$ cat config.mk
export PLATFORM = sky130hd
export DESIGN_NAME = sti_rx_deserializer_flat
export DESIGN_NICKNAME = d
export VERILOG_FILES = /design/src/rtl/sti_rx_deserializer_if.sv /design/src/rtl/sti_rx_deserializer.sv /design/src/flat_wrapper.sv
export SDC_FILE = /design/constraint.sdc
export NUM_CORES = 1
export LEC_CHECK = 0
export BUFFER_PORTS_ARGS = -buffer_cell sky130_fd_sc_hd__buf_4
export CAP_MARGIN = 20
export CORE_UTILIZATION = 40
export DETAILED_ROUTE_END_ITERATION = 10
export PLACE_DENSITY = 0.71
export SYNTH_ARGS = -nofsm -noshare
export SYNTH_HDL_FRONTEND = slang
export SYNTH_SLANG_ARGS = --single-unit
$ cat constraint.sdc
create_clock -name clk -period 2.1 [get_ports clk]
set_input_delay 0.21 -clock clk [delete_from_list [all_inputs] [get_ports clk]]
set_output_delay 0.21 -clock clk [all_outputs]
set_load 0.02 [all_outputs]
$ cat src/rtl/sti_rx_deserializer_if.sv
// rtl/sti_rx_deserializer_if.sv - serial input and word/byte output bundle of the STI receive deserializer
interface sti_rx_deserializer_if;
  logic        so_valid;
  logic        so_data;
  logic        rx_msb;
  logic [31:0] rx_word;
  logic [5:0]  rx_len;
  logic        rx_done;
  logic        byte_wr;
  logic [7:0]  byte_addr;
  logic [7:0]  byte_data;
  logic        byte_full;
  logic        rx_err;

  modport master (
    output so_valid, so_data, rx_msb,
    input  rx_word, rx_len, rx_done, byte_wr, byte_addr, byte_data, byte_full, rx_err
  );

  modport slave (
    input  so_valid, so_data, rx_msb,
    output rx_word, rx_len, rx_done, byte_wr, byte_addr, byte_data, byte_full, rx_err
  );
endinterface

$ cat src/rtl/sti_rx_deserializer.sv
// rtl/sti_rx_deserializer.sv - rebuilds STI serial bursts into words and a byte-wide pixel buffer write port
// Optional burst-format checking on rx_err is built only when STI_RX_ERR_EN is defined.
module sti_rx_deserializer (
  input  logic                   clk,
  input  logic                   reset,
  sti_rx_deserializer_if.slave   bus
);

  typedef enum logic [1:0] {
    IDLE  = 2'd0,
    SHIFT = 2'd1,
    DONE  = 2'd2
  } state_t;

  state_t      state_q;
  state_t      state_d;

  logic [5:0]  cnt_q;
  logic [31:0] sh_q;
  logic        msb_q;
  logic [2:0]  bc_q;
  logic [7:0]  pb_q;

  logic [31:0] word_q;
  logic [5:0]  len_q;
  logic        done_q;
  logic        wr_q;
  logic [7:0]  addr_q;
  logic [7:0]  data_q;
  logic        full_q;

  logic        start;
  logic        take;
  logic        burst_end;
  logic        accept;
  logic        cur_msb;
  logic [2:0]  cur_bc;
  logic [31:0] sh_base;
  logic [31:0] sh_n;
  logic [7:0]  pb_n;
  logic        byte_done;

  always_ff @(posedge clk) begin
    if (reset) begin
      state_q <= IDLE;
    end else begin
      state_q <= state_d;
    end
  end

  always_comb begin
    state_d   = state_q;
    start     = 1'b0;
    take      = 1'b0;
    burst_end = 1'b0;
    case (state_q)
      IDLE: begin
        if (bus.so_valid) begin
          start   = 1'b1;
          state_d = SHIFT;
        end
      end
      SHIFT: begin
        if (bus.so_valid) begin
          take = 1'b1;
        end else begin
          burst_end = 1'b1;
          state_d   = DONE;
        end
      end
      DONE: begin
        if (bus.so_valid) begin
          start   = 1'b1;
          state_d = SHIFT;
        end else begin
          state_d = IDLE;
        end
      end
      default: state_d = IDLE;
    endcase
  end

  // A burst start sees a cleared shift register and byte counter, so the
  // first bit of a back-to-back burst lands exactly like one after idle.
  always_comb begin
    cur_msb = start ? bus.rx_msb : msb_q;
    cur_bc  = start ? 3'd0 : bc_q;
    sh_base = start ? 32'd0 : sh_q;
    accept  = start || (take && (cnt_q != 6'd32));

    sh_n = sh_base;
    if (cur_msb) begin
      sh_n = {sh_base[30:0], bus.so_data};
    end else begin
      sh_n[start ? 5'd0 : cnt_q[4:0]] = bus.so_data;
    end

    pb_n = start ? 8'd0 : pb_q;
    pb_n[cur_msb ? (3'd7 - cur_bc) : cur_bc] = bus.so_data;

    byte_done = accept && (cur_bc == 3'd7);
  end

  always_ff @(posedge clk) begin
    if (reset) begin
      cnt_q  <= 6'd0;
      sh_q   <= 32'd0;
      msb_q  <= 1'b0;
      bc_q   <= 3'd0;
      pb_q   <= 8'd0;
      word_q <= 32'd0;
      len_q  <= 6'd0;
      done_q <= 1'b0;
    end else begin
      done_q <= burst_end;
      if (burst_end) begin
        word_q <= sh_q;
        len_q  <= cnt_q;
      end
      if (accept) begin
        sh_q  <= sh_n;
        pb_q  <= pb_n;
        bc_q  <= cur_bc + 3'd1;
        cnt_q <= start ? 6'd1 : (cnt_q + 6'd1);
        if (start) begin
          msb_q <= bus.rx_msb;
        end
      end
    end
  end

  // addr_q is shown during the write strobe and advances afterwards, so once
  // address 255 has been written the port parks at 0 with writes suppressed.
  always_ff @(posedge clk) begin
    if (reset) begin
      wr_q   <= 1'b0;
      addr_q <= 8'd0;
      data_q <= 8'd0;
      full_q <= 1'b0;
    end else begin
      wr_q <= byte_done && !full_q;
      if (byte_done && !full_q) begin
        data_q <= pb_n;
      end
      if (wr_q) begin
        addr_q <= addr_q + 8'd1;
        if (addr_q == 8'd255) begin
          full_q <= 1'b1;
        end
      end
    end
  end

`ifdef STI_RX_ERR_EN
  logic over_q;
  logic err_q;

  always_ff @(posedge clk) begin
    if (reset) begin
      over_q <= 1'b0;
      err_q  <= 1'b0;
    end else begin
      if (start) begin
        over_q <= 1'b0;
      end else if (take && (cnt_q == 6'd32)) begin
        over_q <= 1'b1;
      end
      err_q <= burst_end && (over_q || (cnt_q[2:0] != 3'd0));
    end
  end

  assign bus.rx_err = err_q;
`else
  assign bus.rx_err = 1'b0;
`endif

  assign bus.rx_word   = word_q;
  assign bus.rx_len    = len_q;
  assign bus.rx_done   = done_q;
  assign bus.byte_wr   = wr_q;
  assign bus.byte_addr = addr_q;
  assign bus.byte_data = data_q;
  assign bus.byte_full = full_q;

endmodule

$ cat src/flat_wrapper.sv
// flat-port wrapper written by rule: the top's interface ports become plain ports
module sti_rx_deserializer_flat 
  (clk, reset, bus_so_valid, bus_so_data, bus_rx_msb, bus_rx_word, bus_rx_len, bus_rx_done, bus_byte_wr, bus_byte_addr, bus_byte_data, bus_byte_full, bus_rx_err);
  sti_rx_deserializer_if bus_i ();
  input  logic clk;
  input  logic reset;
  input wire logic [$bits(bus_i.so_valid)-1:0] bus_so_valid;
  input wire logic [$bits(bus_i.so_data)-1:0] bus_so_data;
  input wire logic [$bits(bus_i.rx_msb)-1:0] bus_rx_msb;
  output wire logic [$bits(bus_i.rx_word)-1:0] bus_rx_word;
  output wire logic [$bits(bus_i.rx_len)-1:0] bus_rx_len;
  output wire logic [$bits(bus_i.rx_done)-1:0] bus_rx_done;
  output wire logic [$bits(bus_i.byte_wr)-1:0] bus_byte_wr;
  output wire logic [$bits(bus_i.byte_addr)-1:0] bus_byte_addr;
  output wire logic [$bits(bus_i.byte_data)-1:0] bus_byte_data;
  output wire logic [$bits(bus_i.byte_full)-1:0] bus_byte_full;
  output wire logic [$bits(bus_i.rx_err)-1:0] bus_rx_err;
  assign bus_i.so_valid = bus_so_valid;
  assign bus_i.so_data = bus_so_data;
  assign bus_i.rx_msb = bus_rx_msb;
  assign bus_rx_word = bus_i.rx_word;
  assign bus_rx_len = bus_i.rx_len;
  assign bus_rx_done = bus_i.rx_done;
  assign bus_byte_wr = bus_i.byte_wr;
  assign bus_byte_addr = bus_i.byte_addr;
  assign bus_byte_data = bus_i.byte_data;
  assign bus_byte_full = bus_i.byte_full;
  assign bus_rx_err = bus_i.rx_err;
  sti_rx_deserializer u_core (.clk(clk), .reset(reset), .bus(bus_i));
endmodule
; ---- Yosys cells after proc, flatten, opt, wreduce, memory -nomap -nowiden
; Index checks and enable logic that the tools add are counted.
; Widths: inputs -> output; s select.
[word_totals]
in_bits = 5
reg_bits = 109
word_cells = 62
out_inout_bits = 58
[classes]
n_eq_ne = 7
order_cmp = 4
n_addsub = 4
reduce_logical = 11
n_mux = 23
[op_table]
columns = op, n
row1 = $mux 32, 2
row2 = $bwmux 32, 1
row3 = $mux 1, 9
row4 = $add 8x1->8 const B, 1
row5 = $bwmux 8, 1
row6 = $eq 8x8->1 const B, 1
row7 = $mux 8, 1
row8 = $add 6x1->6 const B, 1
row9 = $lt 5x6->1 const B, 1
row10 = $mux 3, 2
row11 = $mux 6, 1
row12 = $ne 6x6->1 const B, 1
row13 = $pmux 2 s3, 1
row14 = $demux 1 s5, 1
row15 = $ge 5x1->1 const B, 1
row16 = $logic_and 1x1->1, 5
row17 = $mux 5, 1
row18 = $lt 3x4->1 const B, 1
row19 = $mux 2, 2
row20 = $ne 2x2->1 const B, 2
row21 = $reduce_and 2->1, 2
row22 = $add 3x1->3 const B, 1
row23 = $demux 1 s3, 1
row24 = $eq 3x3->1 const B, 1
row25 = 8 further kinds, 8

; ---- Longest topological paths before layout
; Gate-level depths: netlist of the first run.
[depth]
ltp_word = 11
mapped_depth = 11
mapped_depth_nobuf = 8

; ---- Least setup slack after synthesis of the first run
; OpenSTA, ideal clock, no wires.
[synth_path]
kind = register to register
start = reg u_core.state_q[0]
end = reg u_core.data_q[0] (netlist: u_core.bus.byte_data[0])
setup_slack_ps = 32
arrival_ps = 1983
period_less_slack_ps = 2068
setup_time_ps = 86
path_stages_with_launch = 12
path_buffers = 3
cell_sequence = dfxtp_1 > buf_2 > nand2b_1 > clkbuf_1 > and2_1 > ha_1 > ha_1 > nand2b_1 > a211oi_2 > buf_2 > nor2_1 > a211oi_1
[synth_between]
elab_chain_len = 11
elab_cells_between_ends = 22
[synth_rtl]
columns = item, line
row1 = from (decl), sti_rx_deserializer.sv:15  ; state_t state_q;
row2 = from (signal assigned), sti_rx_deserializer.sv:47  ; state_q <= state_d;
row3 = $eq 2x2->1 / $logic_not 2->1 (equally long branches), sti_rx_deserializer.sv:56  ; case (state_q)
row4 = $reduce_or 2->1 (no line), n/a
row5 = $mux 1, n/a
row6 = $mux 3, sti_rx_deserializer.sv:87  ; cur_bc = start ? 3'd0 : bc_q;
row7 = $sub 3x3->3, sti_rx_deserializer.sv:99  ; pb_n[cur_msb ? (3'd7 - cur_bc) : cur_bc] = bus.so_data;
row8 = $mux 3, sti_rx_deserializer.sv:99
row9 = $lt 3x4->1 (implied by the code) / $ge 3x1->1 (equally long branches), sti_rx_deserializer.sv:99
row10 = $logic_and 1x1->1 (implied by the code), sti_rx_deserializer.sv:99
row11 = $mux 1, sti_rx_deserializer.sv:99
row12 = $demux 1 s3, n/a
row13 = $bwmux 8, sti_rx_deserializer.sv:99
row14 = to (signal assigned), sti_rx_deserializer.sv:143  ; data_q <= pb_n;
row15 = to (decl), sti_rx_deserializer.sv:29  ; logic [7:0] data_q;
; Parallel ways exist; a longest one is shown, timed or not.
; A chain may end at the register's enable or synchronous reset.

; ---- Worst setup path after layout of the first run
[layout_path]
start = reg u_core.cnt_q[2]
end = reg u_core.sh_q[1]
[layout_between]
elab_chain_len = 7
elab_cells_between_ends = 11
[layout_rtl]
columns = item, line
row1 = from (decl), sti_rx_deserializer.sv:18  ; logic [5:0] cnt_q;
row2 = from (signal assigned), sti_rx_deserializer.sv:124  ; cnt_q <= start ? 6'd1 : (cnt_q + 6'd1);
row3 = $mux 5, sti_rx_deserializer.sv:95  ; sh_n[start ? 5'd0 : cnt_q[4:0]] = bus.so_data;
row4 = $lt 5x6->1 (implied by the code) / $ge 5x1->1 (equally long branches), sti_rx_deserializer.sv:95
row5 = $logic_and 1x1->1 (implied by the code), sti_rx_deserializer.sv:95
row6 = $mux 1, sti_rx_deserializer.sv:95
row7 = $demux 1 s5, n/a
row8 = $bwmux 32, sti_rx_deserializer.sv:95
row9 = $mux 32, sti_rx_deserializer.sv:92  ; if (cur_msb) begin
row10 = to (signal assigned), sti_rx_deserializer.sv:121  ; sh_q <= sh_n;
row11 = to (decl), sti_rx_deserializer.sv:19  ; logic [31:0] sh_q;
; Parallel ways exist; a longest one is shown, timed or not.

==> results of run 1 <==
## cell type report
class / instances / area [µm²]
inverter: 24 / 90.1
timing repair buffer: 88 / 686
tap: 176 / 220
fill: 1306 / 6820
clock inverter: 5 / 106
sequential: 109 / 2180
multi-input combinational: 472 / 2900
clock buffer: 11 / 243
## routing by layer
layer  wire length (µm)  share of wire
met1               6810           0.49
met3                679          0.049
met5                  0              0
met4                352          0.025
met2               6150           0.44
## layout by cell type, fill, tap and decap left out, types with 6 or more instances in the layout
master	netlist	final
a211oi_1	15	15
a21o_1	6	6
a21oi_1	48	48
a221o_1	8	8
a311oi_1	22	22
and3_1	7	7
and4_1	6	6
buf_4	1	86
clkbuf_16	0	9
dfxtp_1	109	109
inv_1	23	23
mux2i_1	8	8
nand2_1	109	109
nand2b_1	8	8
nand3_1	14	14
nand4_1	7	7
nor2_1	52	52
nor2b_1	7	7
nor4_1	8	8
o211a_1	6	6
o21ai_0	27	27
o21ai_1	10	10
o32ai_1	12	12
## worst max path at each step
stage / endpoint / cells after the start / slack [ns] / from
after CTS: u_core.sh_q[1] / 4 / 0.22 / u_core.cnt_q[2]
after global routing: u_core.bus.byte_data[3] / 8 / 0.08 / u_core.state_q[0]
after floorplan: u_core.bus.byte_data[0] / 11 / 0.03 / u_core.state_q[0]
final: u_core.sh_q[1] / 4 / 0.21 / u_core.cnt_q[2]
after global placement: u_core.sh_q[1] / 4 / 0.28 / u_core.cnt_q[2]
after detailed placement: u_core.sh_q[1] / 4 / 0.22 / u_core.cnt_q[2]
## stage by stage
stage,cell area [µm²],power (µW),cells,util
3_5_place_dp,6070,2670,869,0.459
2_1_floorplan,5450,2530,668,-
5_1_grt,6420,4780,885,0.485
3_3_place_gp,6070,2650,869,0.459
4_1_cts,6420,4630,885,0.485
6_report,6420,4600,885,0.485
## logic make-up after synthesis
| family | after synthesis |
|---|---|
| buffers and inverters | 87 |
| xor gates and xnor gates | 7 |
| muxes | 9 |
| and+or+nand+nor | 259 |
| adders and majority gates | 5 |
| other | 1 |
| DFF | 109 |
| AOI/OAI and AO/OA | 191 |
## power by group
group,switching (µW),internal [µW]
clock network,773,1200
logic,297,162
registers,53.3,2120
## flip-flops by register name, summed over array words and instances (netlist names)
| signal | count |
|---|---|
| u_core.bc_q | 3 |
| u_core.bus.byte_addr | 8 |
| u_core.bus.byte_data | 8 |
| u_core.bus.byte_full | 1 |
| u_core.bus.byte_wr | 1 |
| u_core.bus.rx_done | 1 |
| u_core.bus.rx_len | 6 |
| u_core.bus.rx_word | 32 |
| u_core.cnt_q | 6 |
| u_core.msb_q | 1 |
| u_core.pb_q | 8 |
| u_core.sh_q | 32 |
| u_core.state_q | 2 |
## cell usage after synthesis (4+ instances only)
master      n  area share
a211oi_1   15       0.021
a211oi_2    5       0.011
a21boi_0    5      0.0069
a21o_1      6      0.0083
a21oi_1    48       0.044
a221o_1     8       0.015
a311oi_1   22       0.035
a31oi_1     4      0.0046
and3_1      7      0.0080
and4_1      6      0.0097
buf_2      22       0.020
clkbuf_1   35       0.024
dfxtp_1   109        0.40
ha_1        5       0.011
inv_1      23       0.016
mux2i_1     8       0.015
nand2_1   109       0.075
nand2b_1    8      0.0092
nand3_1    14       0.013
nand3b_1    5      0.0069
nand4_1     7      0.0080
nor2_1     52       0.036
nor2b_1     7      0.0080
nor3_1      6      0.0055
nor4_1      8      0.0092
o211a_1     6       0.011
o21ai_0    27       0.025
o21ai_1    10      0.0092
o221ai_1    5      0.0080
o32ai_1    12       0.019
or3_1       5      0.0057
xnor2_1     4      0.0064
## worst max-delay path: stages (launching register included)
cell	delay (ns)
dfxtp_1	0.43
nor3_4	0.46
a311o_2	0.43
nor2_4	0.10
a221o_1	0.36
==> reports/metrics.cfg, run 1 <==
[yosys]
synthMuxAreaShare = 0.0168
synth-compound-area-share = 0.252
synth_edf_count = 0
synthSimpleGateAreaFrac = 0.237
ys_seq_area_frac = 0.401
ys.flop_type = dfxtp_1
synthXorXnorAreaFrac = 0.0113
syn_avg_cell_area_um2 = 8.15
synth_seq_cells = 109
syn-cell-area_um2 = 5450
postSynthCellCount = 668
synth_fp_nets = 678
synth_fa_ha_area_frac = 0.0115
yosysWarnings = 0
synthArstFlopShare = 0
synth_cell_types = 68
synth_top_family_by_area = compound AO/OA/AOI/OAI gates

[finish]
drive_gt1_frac = 0.172
diodes = 0
area_growth_syn_to_layout_pct = 17.9
nNetsFinal = 714

[setup_path]
r2r-start = u_core.cnt_q[2]
end_kind = flip-flop
worstPathMaxFanout = 12
reg2regPathDepth = 4
worst_r2r_endpoint = u_core.sh_q[1]
cp-start-kind = flip-flop
rrSetupSlack_ns = 0.21
arrival_ns = 2.14
critPathKind = flip-flop to flip-flop
critPathRequiredTime_ns = 2.34

[pwr]
p_per_area_nw_per_um2 = 717
leakage_uw = 0.00230
irDropWorstVdd_v = 0.000337

[placement]
port_buffers = 61
dp_slack_ns = 0.216
dp_hpwl_mm = 9.41
gp_congestion = 0.880

[routing]
dr.first_iter.drc_count = 434
route.detailed.drc = 0
wire_per_inst_um = 15.8
vias_per_cell = 5.69
routed_wl_mm = 14.0
drtPass1Iterations = 5
ant_nets = 0
vias = 5038

[min_path]
worstHoldEndpoint = u_core.state_q[0]
min_from = bus_so_valid
hp-class = input pin to flip-flop
min_delay_path_depth = 3

[timing]
setup_tns_ns = 0
slew_viol_final = 0
grt_setup_unrepaired = no
finalSetupViolCount = 0
clock_skew_ns = 0.0105
whs_ns = 0.158
layout_setup_ws_ns = 0.205
min_period_over_period = 0.902
fin_crit_ns = 1.89
hold_violations = 0
slew_headroom = 0.570
timing.fmax_mhz = 528
worst_pin_slew_ns = 0.645

[clock_network]
post_cts_buffers = 0
cts_tree = done
tritoncts.num_buffers = 9
postCtsHoldBufs = 0
cts_buffer_depth = 2
cts.sinks = 109
clk_pin_slew_worst_paths_ns = 0.07
cts_resized = 0
cts_max_level = 3
insertion_delay_ns = 0.36
cts-root-buf = clkbuf_16

[global_routing]
grt_pass1_wl_mm = 23.0
busiest_layer = met2
antenna_found_initial = 0
grt_max_degree = 105
use_met3 = 0.0425
grt_util_met1 = 0.279
grt_pass1_vias = 4568
grt_use_total = 0.202
overflow = 0
grt_use_met2 = 0.300

[floorplanning]
start_util = 0.411
core_um2 = 13200
boundaryPins = 63
die_x_um = 119
die-area_um2 = 14100
die_h_um = 119
row_count = 42

[flow_run]
cap_viol_max_count = 0

[status]
status = finished clean

Note: power is estimated with default switching activity, not from simulation.
==> run 2: changes to the inputs <==
CORE_UTILIZATION = 45   (was 40)
PLACE_DENSITY = 0.78   (was 0.71)
==> reports/metrics.cfg, run 2 (synthesis results as in run 1) <==
[status]
status = finished with violations  ; was finished clean
violations = DRC

[floorplanning]
boundaryPins = 63  ; unchanged
die-area_um2 = 12500  ; was 14100 µm²
die_x_um = 112  ; was 119 µm
row_count = 39  ; was 42
core_um2 = 11600  ; was 13200 µm²
die_h_um = 112  ; was 119 µm
start_util = 0.469  ; was 0.411

[placement]
port_buffers = 61  ; unchanged
dp_slack_ns = 0.261  ; was 0.216 ns
gp_congestion = 0.853  ; was 0.880
dp_hpwl_mm = 9.64  ; was 9.41 mm

[pwr]
irDropWorstVdd_v = 0.000361  ; was 0.000337 V
clock_power_share = 0.382  ; was 0.429
p_int_uw = 3180  ; was 3480 µW
power_switching_uw = 1080  ; was 1120 µW
seqPwrFrac = 0.507  ; was 0.471
p_comb_frac = 0.111  ; was 0.100
p_per_area_nw_per_um2 = 671  ; was 717 nW/µm²
total_power_uw = 4260  ; was 4600 µW
leakage_uw = 0.00230  ; about the same
netSwitchingFraction = 0.254  ; was 0.244

[clock_network]
insertion_delay_ns = 0.35  ; was 0.36 ns
postCtsHoldBufs = 0  ; unchanged
cts_buffer_depth = 2  ; unchanged
cts.sinks = 109  ; unchanged
cts-root-buf = clkbuf_16  ; unchanged
post_cts_buffers = 0  ; unchanged
cts_resized = 0  ; unchanged
tritoncts.num_buffers = 9  ; unchanged
cts_tree = done  ; unchanged
cts_max_level = 3  ; unchanged
clk_pin_slew_worst_paths_ns = 0.07  ; about the same

[routing]
wire_per_inst_um = 16.6  ; was 15.8 µm
vias_per_cell = 5.87  ; was 5.69
routed_wl_mm = 14.2  ; was 14.0 mm
route.detailed.drc = 2  ; was 0
ant_nets = 0  ; unchanged
vias = 5033  ; was 5038
drtPass1Iterations = 8  ; was 5
dr.first_iter.drc_count = 352  ; was 434

[timing]
setup_tns_ns = 0  ; unchanged
timing.fmax_mhz = 538  ; was 528 MHz
fin_crit_ns = 1.86  ; was 1.89 ns
whs_ns = 0.174  ; was 0.158 ns
slew_viol_final = 0  ; unchanged
finalSetupViolCount = 0  ; unchanged
grt_setup_unrepaired = no  ; unchanged
layout_setup_ws_ns = 0.242  ; was 0.205 ns
hold_violations = 0  ; unchanged
clock_skew_ns = 0.00462  ; was 0.0105 ns
slew_headroom = 0.589  ; was 0.570
min_period_over_period = 0.885  ; was 0.902
worst_pin_slew_ns = 0.616  ; was 0.645 ns

[setup_path]
r2r-start = u_core.cnt_q[2]  ; unchanged
crit_path_max_incr_delay_ns = 0.45  ; was 0.46 ns
worstPathMaxFanout = 11  ; was 12
critPathRequiredTime_ns = 2.34  ; about the same
critPathLaunch = u_core.cnt_q[2]  ; unchanged
cp-start-kind = flip-flop  ; unchanged
cpMaxStageDelayCell = nor3_4  ; unchanged
critPathKind = flip-flop to flip-flop  ; unchanged
cp_cell_sequence = nor3_4 -> a311o_2 -> nor2_4 -> a221o_1  ; unchanged
arrival_ns = 2.10  ; was 2.14 ns
end_kind = flip-flop  ; unchanged

[min_path]
min_from = bus_so_valid  ; unchanged
hp-class = input pin to flip-flop  ; unchanged

[finish]
drive_gt1_frac = 0.176  ; was 0.172
area_growth_syn_to_layout_pct = 16.7  ; was 17.9%
final_cell_mix = 109 x nand2_1, 109 x dfxtp_1, 92 x buf_4  ; was 109 x nand2_1, 109 x dfxtp_1, 86 x buf_4
nNetsFinal = 720  ; was 714
diodes = 0  ; unchanged

[flow_run]
cap_viol_max_count = 0  ; unchanged

[global_routing]
grt_pass1_wl_mm = 23.9  ; was 23.0 mm
antenna_found_initial = 0  ; unchanged
grt_use_total = 0.235  ; was 0.202
overflow = 0  ; unchanged
grt_pass1_vias = 4931  ; was 4568
grt_max_degree = 59  ; was 105

## run 2: changes by cell type in the layout (fill, tap and decap cells not counted)
| cell | change |
|---|---|
| bufinv_16 | -3 |
| clkbuf_8 | +2 |
| clkinv_2 | +1 |
| clkinvlp_4 | -1 |
| inv_6 | -1 |
| buf_4 | +6 |
| clkbuf_1 | +1 |
## run 2: critical path, delay by kind of cell (launching register included)
family	cells	cell delay, ns
AOI/OAI and AO/OA	2	0.78
DFF	1	0.42
and+or+nand+nor	2	0.54
## run 2: layer usage
| layer | vias up | track usage | part of all wire |
|---|---|---|---|
| met2 | 131 | 0.407 | 0.50 |
| met1 | 2394 | 0.287 | 0.44 |
| met5 | - | 0 | 0 |
| met3 | 19 | 0.0430 | 0.043 |
| met4 | 0 | 0.0942 | 0.017 |
| li1 | 2489 | - | - |
## run 2: through the flow
stage | area [µm²] | utilization | instances
2_1_floorplan | 5450 | - | 668
3_3_place_gp | 6080 | 0.523 | 842
6_report | 6360 | 0.547 | 857
3_5_place_dp | 6080 | 0.523 | 842
4_1_cts | 6360 | 0.547 | 857
5_1_grt | 6360 | 0.547 | 857
## run 2: final cells by class
cell class / count / area (µm²)
clock inverters: 1 / 5.00
well taps: 143 / 179
multi-input cells: 472 / 2900
clock buffers: 14 / 274
repair buffers: 94 / 731
fillers: 1085 / 5260
flip-flops and latches: 109 / 2180
inverters: 24 / 90.1
## run 2: power groups by stage
| stage | logic [µW] | clock network, µW | registers, µW |
|---|---|---|---|
| global placement | 451 | 0 | 2210 |
| global route | 515 | 1750 | 2170 |
| CTS | 468 | 1660 | 2160 |
| detailed placement | 465 | 0 | 2210 |
| floorplan | 322 | 0 | 2200 |
| finish | 472 | 1630 | 2160 |
## run 2: path summary, 6_finish.rpt
check | slack [ns] | depth (start not counted) | endpoint
worst min-delay path | 0.17 | 3 | u_core.state_q[0]
worst min register to register | 0.45 | 2 | u_core.bus.rx_word[27]
worst max register to register | 0.24 | 4 | u_core.sh_q[9]
worst max-delay path | 0.24 | 4 | u_core.sh_q[9]
==> run 3: changes to the inputs <==
==> constraint.sdc (replaced) <==
create_clock -name clk -period 2.1 [get_ports clk]
set_input_delay 0.315 -clock clk [delete_from_list [all_inputs] [get_ports clk]]
set_output_delay 0.315 -clock clk [all_outputs]
set_load 0.02 [all_outputs]
==> reports/metrics.cfg, run 3 (synthesis results as in run 1) <==
[status]
status = finished with violations  ; unchanged
violations = DRC  ; unchanged

[timing]
clock_skew_ns = 0.00905  ; was 0.00462 ns
timing.fmax_mhz = 520  ; was 538 MHz
min_period_over_period = 0.915  ; was 0.885
layout_setup_ws_ns = 0.178  ; was 0.242 ns
grt_setup_unrepaired = no  ; unchanged
hold_violations = 0  ; unchanged
finalSetupViolCount = 0  ; unchanged
slew_headroom = 0.589  ; about the same
slew_viol_final = 0  ; unchanged
fin_crit_ns = 1.92  ; was 1.86 ns
setup_tns_ns = 0  ; unchanged
worst_pin_slew_ns = 0.615  ; was 0.616 ns

[routing]
vias_per_cell = 5.90  ; was 5.87
wire_per_inst_um = 15.9  ; was 16.6 µm
drtPass1Iterations = 8  ; unchanged
dr.first_iter.drc_count = 324  ; was 352
vias = 5023  ; was 5033
ant_nets = 0  ; unchanged
route.detailed.drc = 2  ; unchanged
routed_wl_mm = 13.6  ; was 14.2 mm

[clock_network]
cts_max_level = 3  ; unchanged
post_cts_buffers = 0  ; unchanged
postCtsHoldBufs = 0  ; unchanged
cts.sinks = 109  ; unchanged
tritoncts.num_buffers = 9  ; unchanged
cts_resized = 0  ; unchanged
cts_tree = done  ; unchanged
insertion_delay_ns = 0.35  ; about the same
clk_pin_slew_worst_paths_ns = 0.07  ; about the same
cts_buffer_depth = 2  ; unchanged
cts-root-buf = clkbuf_16  ; unchanged

[floorplanning]
start_util = 0.469  ; unchanged
boundaryPins = 63  ; unchanged
die_x_um = 112  ; unchanged
die_h_um = 112  ; unchanged
core_um2 = 11600  ; unchanged
die-area_um2 = 12500  ; unchanged
row_count = 39  ; unchanged

[global_routing]
antenna_found_initial = 0  ; unchanged
grt_max_degree = 105  ; was 59
overflow = 0  ; unchanged
grt_use_total = 0.222  ; was 0.235
grt_pass1_vias = 4664  ; was 4931
grt_pass1_wl_mm = 22.6  ; was 23.9 mm

[finish]
multi_input_area_um2 = 2900  ; unchanged
fillers = 1055  ; was 1085
seq_area_um2 = 2180  ; unchanged
final_cells = 852  ; was 857
diodes = 0  ; unchanged
final_cell_mix = 109 x nand2_1, 109 x dfxtp_1, 83 x buf_4  ; was 109 x nand2_1, 109 x dfxtp_1, 92 x buf_4
area_growth_syn_to_layout_pct = 16.8  ; was 16.7%
nNetsFinal = 714  ; was 720
drive_gt1_frac = 0.173  ; was 0.176

[setup_path]
r2r-start = u_core.cnt_q[2]  ; unchanged
reg2regPathDepth = 4  ; unchanged
crit_family = compound AO/OA/AOI/OAI gates  ; unchanged
cp_cell_sequence = nor3_4 -> a311o_2 -> nor2_4 -> a221o_1  ; unchanged
cp_num_buf_inv = 0  ; unchanged
rrSetupSlack_ns = 0.18  ; was 0.24 ns
cpMaxStageDelayCell = nor3_4  ; unchanged
end_kind = flip-flop  ; unchanged
critPathRequiredTime_ns = 2.34  ; about the same
worstPathMaxFanout = 10  ; was 11
critPathKind = flip-flop to flip-flop  ; unchanged
cp-start-kind = flip-flop  ; unchanged
crit_path_max_incr_delay_ns = 0.47  ; was 0.45 ns
arrival_ns = 2.16  ; was 2.10 ns
worst_r2r_endpoint = u_core.sh_q[6]  ; was u_core.sh_q[9]

[flow_run]
cap_viol_max_count = 0  ; unchanged

[min_path]
worstHoldEndpoint = u_core.state_q[0]  ; unchanged
min_from = bus_so_valid  ; unchanged
hp-class = input pin to flip-flop  ; unchanged
min_delay_path_depth = 3  ; unchanged

[pwr]
irDropWorstVdd_v = 0.000518  ; was 0.000361 V
p_comb_frac = 0.111  ; about the same
power_switching_uw = 1110  ; was 1080 µW
leakage_uw = 0.00229  ; was 0.00230 µW
netSwitchingFraction = 0.261  ; was 0.254
p_int_uw = 3160  ; was 3180 µW
total_power_uw = 4270  ; was 4260 µW
clock_power_share = 0.384  ; was 0.382
seqPwrFrac = 0.505  ; was 0.507
p_per_area_nw_per_um2 = 672  ; was 671 nW/µm²

[placement]
dp_slack_ns = 0.154  ; was 0.261 ns
dp.cells = 836  ; was 842
dp_hpwl_mm = 9.19  ; was 9.64 mm
gp_congestion = 0.867  ; was 0.853
port_buffers = 61  ; unchanged

==> run 3: how the worst max path moves through the flow <==
stage,startpoint,end,slack (ns),depth (start not counted)
6_report,u_core.cnt_q[2],u_core.sh_q[6],0.18,4
5_1_grt,u_core.state_q[0],u_core.bus.byte_data[3],0.11,8
4_1_cts,u_core.cnt_q[2],u_core.sh_q[6],0.20,4
3_5_place_dp,bus_so_valid,u_core.bus.byte_data[2],0.15,9
3_3_place_gp,bus_so_valid,u_core.bus.byte_data[3],0.27,8
2_1_floorplan,u_core.state_q[0],u_core.bus.byte_data[0],0.03,11
==> run 3: stage by stage <==
stage	util	cell area, µm²	hold WS [ns]
finish	0.547	6360	0.288
global route	0.547	6360	0.295
CTS	0.547	6360	0.272
detailed placement	0.523	6070	0.447
global placement	0.523	6070	0.442
floorplan	-	5450	0.432
==> run 3: area by class of cell <==
type                            count  share of cell area
Inverter                           24              0.0142
Tap cell                          143              0.0281
Sequential cell                   109               0.343
Clock buffer                       11              0.0398
Timing Repair Buffer               88               0.114
Clock inverter                      5             0.00551
Multi-Input combinational cell    472               0.455
==> run 3: per-layer routing <==
layer | GRT usage | share of wire
met1 | 0.272 | 0.44
met2 | 0.392 | 0.49
met3 | 0.0397 | 0.045
met4 | 0.0773 | 0.020
met5 | 0 | 0
==> run 3: worst register-to-register path, stage by stage (launching register included) <==
cell	delay (ns)
dfxtp_1	0.43
nor3_4	0.48
a311o_2	0.44
nor2_4	0.11
a221o_1	0.36
==> run 3: power groups by stage <==
stage / Clock, µW / Combinational [µW] / Sequential [µW]
finish: 1640 / 473 / 2160
global route: 1760 / 517 / 2170
CTS: 1670 / 468 / 2160
detailed placement: 0 / 467 / 2210
global placement: 0 / 453 / 2200
floorplan: 0 / 322 / 2200
